==> src/rtl/usr_shift_reg.sv <==
// usr_shift_reg: WIDTH-bit universal shift register with hold/load/shift/rotate/ashr/clear modes
// and a multi-cycle "shift by N" sequencer using a start/busy/done handshake.
// Optional build macro USR_SHIFT_PARITY_EN adds a q_par output (XOR-reduce of q).
module usr_shift_reg #(
  parameter int WIDTH = 8,
  parameter int AMT_W = 3
) (
  input  logic             clk,
  input  logic             rst,
  input  logic             en,
  input  logic [2:0]       mode,
  input  logic [WIDTH-1:0] d,
  input  logic             sin_l,
  input  logic             sin_r,
  input  logic             start,
  input  logic [AMT_W-1:0] amt,
  output logic [WIDTH-1:0] q,
  output logic             sout_l,
  output logic             sout_r,
  output logic             busy,
  output logic             done
`ifdef USR_SHIFT_PARITY_EN
  ,
  output logic             q_par
`endif
);

  typedef enum logic {S_IDLE = 1'b0, S_RUN = 1'b1} state_t;

  localparam logic [2:0] M_HOLD  = 3'b000;
  localparam logic [2:0] M_LOAD  = 3'b001;
  localparam logic [2:0] M_SHL   = 3'b010;
  localparam logic [2:0] M_SHR   = 3'b011;
  localparam logic [2:0] M_ROTL  = 3'b100;
  localparam logic [2:0] M_ROTR  = 3'b101;
  localparam logic [2:0] M_ASHR  = 3'b110;

  state_t             state_q, state_d;
  logic [WIDTH-1:0]   data_q, data_d;
  logic [AMT_W-1:0]   cnt_q, cnt_d;
  logic [2:0]         mode_q, mode_d;
  logic               done_q, done_d;

  // One step of the selected operation applied to the current contents.
  function automatic logic [WIDTH-1:0] step_fn(
    input logic [2:0]       op,
    input logic [WIDTH-1:0] cur,
    input logic [WIDTH-1:0] ld,
    input logic             in_msb,
    input logic             in_lsb
  );
    logic [WIDTH-1:0] res;
    case (op)
      M_HOLD:  res = cur;
      M_LOAD:  res = ld;
      M_SHL:   res = {cur[WIDTH-2:0], in_lsb};
      M_SHR:   res = {in_msb, cur[WIDTH-1:1]};
      M_ROTL:  res = {cur[WIDTH-2:0], cur[WIDTH-1]};
      M_ROTR:  res = {cur[0], cur[WIDTH-1:1]};
      M_ASHR:  res = {cur[WIDTH-1], cur[WIDTH-1:1]};
      default: res = '0;
    endcase
    return res;
  endfunction

  // Only the shifting/rotating modes are worth sequencing over multiple cycles.
  function automatic logic is_multi(input logic [2:0] op);
    return (op >= M_SHL) && (op <= M_ASHR);
  endfunction

  // State and datapath registers; reset wins over everything, en=0 freezes via next-state logic.
  always_ff @(posedge clk) begin
    if (rst) begin
      state_q <= S_IDLE;
      data_q  <= '0;
      cnt_q   <= '0;
      mode_q  <= M_HOLD;
      done_q  <= 1'b0;
    end else begin
      state_q <= state_d;
      data_q  <= data_d;
      cnt_q   <= cnt_d;
      mode_q  <= mode_d;
      done_q  <= done_d;
    end
  end

  // Next-state: single steps in IDLE, latched-mode steps in RUN, done raised with the last step.
  always_comb begin
    state_d = state_q;
    data_d  = data_q;
    cnt_d   = cnt_q;
    mode_d  = mode_q;
    done_d  = 1'b0;
    if (en) begin
      case (state_q)
        S_IDLE: begin
          if (start && is_multi(mode) && (amt != '0)) begin
            mode_d = mode;
            data_d = step_fn(mode, data_q, d, sin_l, sin_r);
            if (amt == AMT_W'(1)) begin
              done_d = 1'b1;
            end else begin
              cnt_d   = amt - AMT_W'(1);
              state_d = S_RUN;
            end
          end else begin
            // A zero-length shift request degenerates to hold but still completes.
            data_d = (start && is_multi(mode)) ? data_q
                                               : step_fn(mode, data_q, d, sin_l, sin_r);
            done_d = start;
          end
        end
        S_RUN: begin
          data_d = step_fn(mode_q, data_q, d, sin_l, sin_r);
          cnt_d  = cnt_q - AMT_W'(1);
          if (cnt_q == AMT_W'(1)) begin
            state_d = S_IDLE;
            done_d  = 1'b1;
          end
        end
        default: state_d = S_IDLE;
      endcase
    end
  end

  // Outputs are straight decodes of the registers.
  always_comb begin
    q      = data_q;
    sout_l = data_q[WIDTH-1];
    sout_r = data_q[0];
    busy   = (state_q == S_RUN);
    done   = done_q;
`ifdef USR_SHIFT_PARITY_EN
    q_par  = ^data_q;
`endif
  end

endmodule

==> config.mk <==
export PLATFORM = sky130hd
export DESIGN_NAME = usr_shift_reg
export DESIGN_NICKNAME = d
export VERILOG_FILES = /design/src/rtl/usr_shift_reg.sv
export SDC_FILE = /design/constraint.sdc
export NUM_CORES = 1
export LEC_CHECK = 0
export BUFFER_PORTS_ARGS = -buffer_cell sky130_fd_sc_hd__buf_2
export CAP_MARGIN = 20
export CORE_MARGIN = 2
export CORE_UTILIZATION = 40
export CTS_CLUSTER_DIAMETER = 30
export DETAILED_ROUTE_END_ITERATION = 7
export PLACE_DENSITY_LB_ADDON = 0.3
export RECOVER_POWER = 50
export SYNTH_ARGS = -nofsm -noshare
export SYNTH_HDL_FRONTEND = slang
export SYNTH_SLANG_ARGS = --single-unit
==> constraint.sdc <==
create_clock -name clk -period 3.8 [get_ports clk]
set_input_delay 0.19 -clock clk [delete_from_list [all_inputs] [get_ports clk]]
set_output_delay 0.19 -clock clk [all_outputs]
set_load 0.01 [all_outputs]
==> run metrics <==
status=finished, final reports clean; PD cells=304 mW/mm²; FF+latch count, synth=16; CTS root buf=clkbuf_8; Hold-fix buffers, CTS=0; Crit path required time=3.98 ns; # H-tree levels=1; Max-Cap Viols=0; CP Class=flip-flop to flip-flop; Synth Instances=192; initial core utilization=0.407; die area=0.00453 mm²; fmax=0.451 GHz; GRT overflow=0; slew of the pin with the lowest slew margin=0.931 ns; Slowest-stage cell, CP=nor3b_1; most common cell in the netlist=mux2i_1; vias=1530; clock slew at reported path FFs=0.07 ns; DR WL/cell=15.9 µm; first-pass GRT wire length=6460 µm; top cells by count, synth=mux2i_1 (21), dfxtp_1 (16), nor2_1 (16), o21ai_0 (16), a21oi_1 (13); vias per cell=5.98; IO Pins=32; CP Max Fanout=18; final setup violation count=0; Post-DP HPWL=2740 µm; asr flop ratio synth=0; vias in the first global route=1290; post-synth top area share=0.200; CP arrival=2.39 ns; cell taking the most area after synthesis=dfxtp_1; Horiz. Die Dim=67.3 µm; Row Count=23; top cells by area, synth=dfxtp_1 (20%), mux2i_1 (13%), a311oi_2 (6.6%); Synth-to-Final Area Change=8.81%; Max Slew Vio Count=0; die height=67.3 µm; Syn Area/Cell=8.35 µm²; number of setup buffers added after CTS=0; Tot GR Track Use=0.187; Starting DRT DRC Count=128; layout cells sized above 1=0.175; warnings from Yosys=0; ANT nets after route=0; Initial DRT Pass Iterations=4; fin nets=232; Skew-Pair Late Insertion Delay=0.26 ns; antenna violations before repair=0; Slew HR=0.374; Clock Skews=0.00576 ns; post_cts resized=0; critical path launch point type=flip-flop; CORE AREA=0.00394 mm²; HP Class=input port to flip-flop; TritonCTS Buffers=3; crit end category=flip-flop; dominant synthesized flop cell=dfxtp_1; slowest cell delay on critical path=0.79 ns; fin crit period=2.22 ns; power after layout=530 µW; maximum vdd drop=0.112 mV; CTS Sinks=16; Setup TNS=0 ns; CP Cell Sequence=nor3b_1 -> a22o_1 -> o21ai_0 -> a311oi_2; Post-synth EDFFs=0; # diodes=0; CTS tree=done; period utilisation layout=0.584; PortBufs=31; largest net degree at the start of global routing=23; final WL=4080 µm; Synth Cell Area=0.00160 mm²; Synthesized Nets=217; DRC viols=0; Leakage=0.000641 µW; post-synthesis cell type count=48; Routability Congestion=0.821; RSZ-0062 raised after global routing=false; register area share after synthesis=0.200; Hold Vio Cnt, Final=0; Final Util=0.443; maximum buffer depth of the clock tree=2; Fillers=400
-- kinds of logic (layout without fill, tap and decap cells) --
| group | after synthesis | after routing | share of synthesized area |
|---|---|---|---|
| muxes | 21 | 21 | 0.131 |
| adders and majority gates | 5 | 5 | 0.0390 |
| and+or+nand+nor | 46 | 46 | 0.172 |
| xor gates and xnor gates | 3 | 3 | 0.0211 |
| buffers and inverters | 29 | 43 | 0.0913 |
| DFF | 16 | 16 | 0.200 |
| AOI/OAI and AO/OA | 72 | 72 | 0.346 |
-- worst max-delay path, delay by kind of cell, from the launching register on --
family | cells | cell delay [ns]
compound gates | 3 | 0.62
simple gates | 1 | 0.79
flops | 1 | 0.74
-- registers in the layout, indices dropped and copies added, names as in the netlist --
| signal | flops |
|---|---|
| busy | 1 |
| cnt_q | 3 |
| done | 1 |
| mode_q | 3 |
| q | 8 |
-- power by group --
group / internal, µW / total (µW) / leakage [µW] / switching (µW)
registers: 184 / 215 / 0.000131 / 31.2
clock network: 92.1 / 159 / 0.0000288 / 66.5
logic: 69.9 / 157 / 0.000481 / 86.7
-- metal layers --
layer,GRT usage,up-vias,part of all wire
met4,0.0663,0,0.013
met3,0.0233,5,0.048
met1,0.285,724,0.50
li1,-,754,-
met5,0,-,0
met2,0.266,47,0.44
-- metrics by stage --
stage / setup slack, ns / instances / hold slack [ns] / area [µm²]
floorplan: 2.21 / 192 / 0.449 / 1600
global placement: 1.64 / 252 / 0.464 / 1710
detailed placement: 1.65 / 252 / 0.473 / 1710
CTS: 1.64 / 256 / 0.305 / 1760
global route: 1.44 / 256 / 0.333 / 1750
finish: 1.58 / 256 / 0.307 / 1750
-- placed cells by master, fill, tap and decap left out, types with 3 or more instances in the layout --
cell      netlist  final
a22o_1          6      6
inv_1           8      8
buf_2           6     19
nor2b_1         4      4
nor2_1         16     16
a32o_1          6      6
ha_1            5      5
a21oi_1        13     13
mux2i_1        21     21
nand3b_1        5      5
clkbuf_8        0      4
a311oi_1        3      3
a311oi_2        7      7
a31oi_1         3      3
o21ai_0        16     16
a211oi_1        3      3
dfxtp_1        16     16
clkbuf_1        7     12
-- final cells by class --
class,instances,area [µm²],share of cell area
tap,50,62.6,0.0358
sequential,16,320,0.184
inverter,8,30.0,0.0172
clock buffer,4,55.1,0.0315
multi-input combinational,147,1140,0.652
timing repair buffer,31,140,0.0803
-- final timing paths --
kind | start | endpoint | slack, ns | cells past startpoint
hold reg to reg | cnt_q[1]$_SDFFE_PP0P_ | cnt_q[1]$_SDFFE_PP0P_ | 0.48 | 2
hold / removal | en | done$_SDFF_PP0_ | 0.31 | 2
setup / recovery | mode_q[0]$_SDFFE_PP0P_ | q[2]$_SDFFE_PP0P_ | 1.58 | 4
setup reg to reg | mode_q[0]$_SDFFE_PP0P_ | q[2]$_SDFFE_PP0P_ | 1.58 | 4
Note: power is estimated with default switching activity, not from simulation.
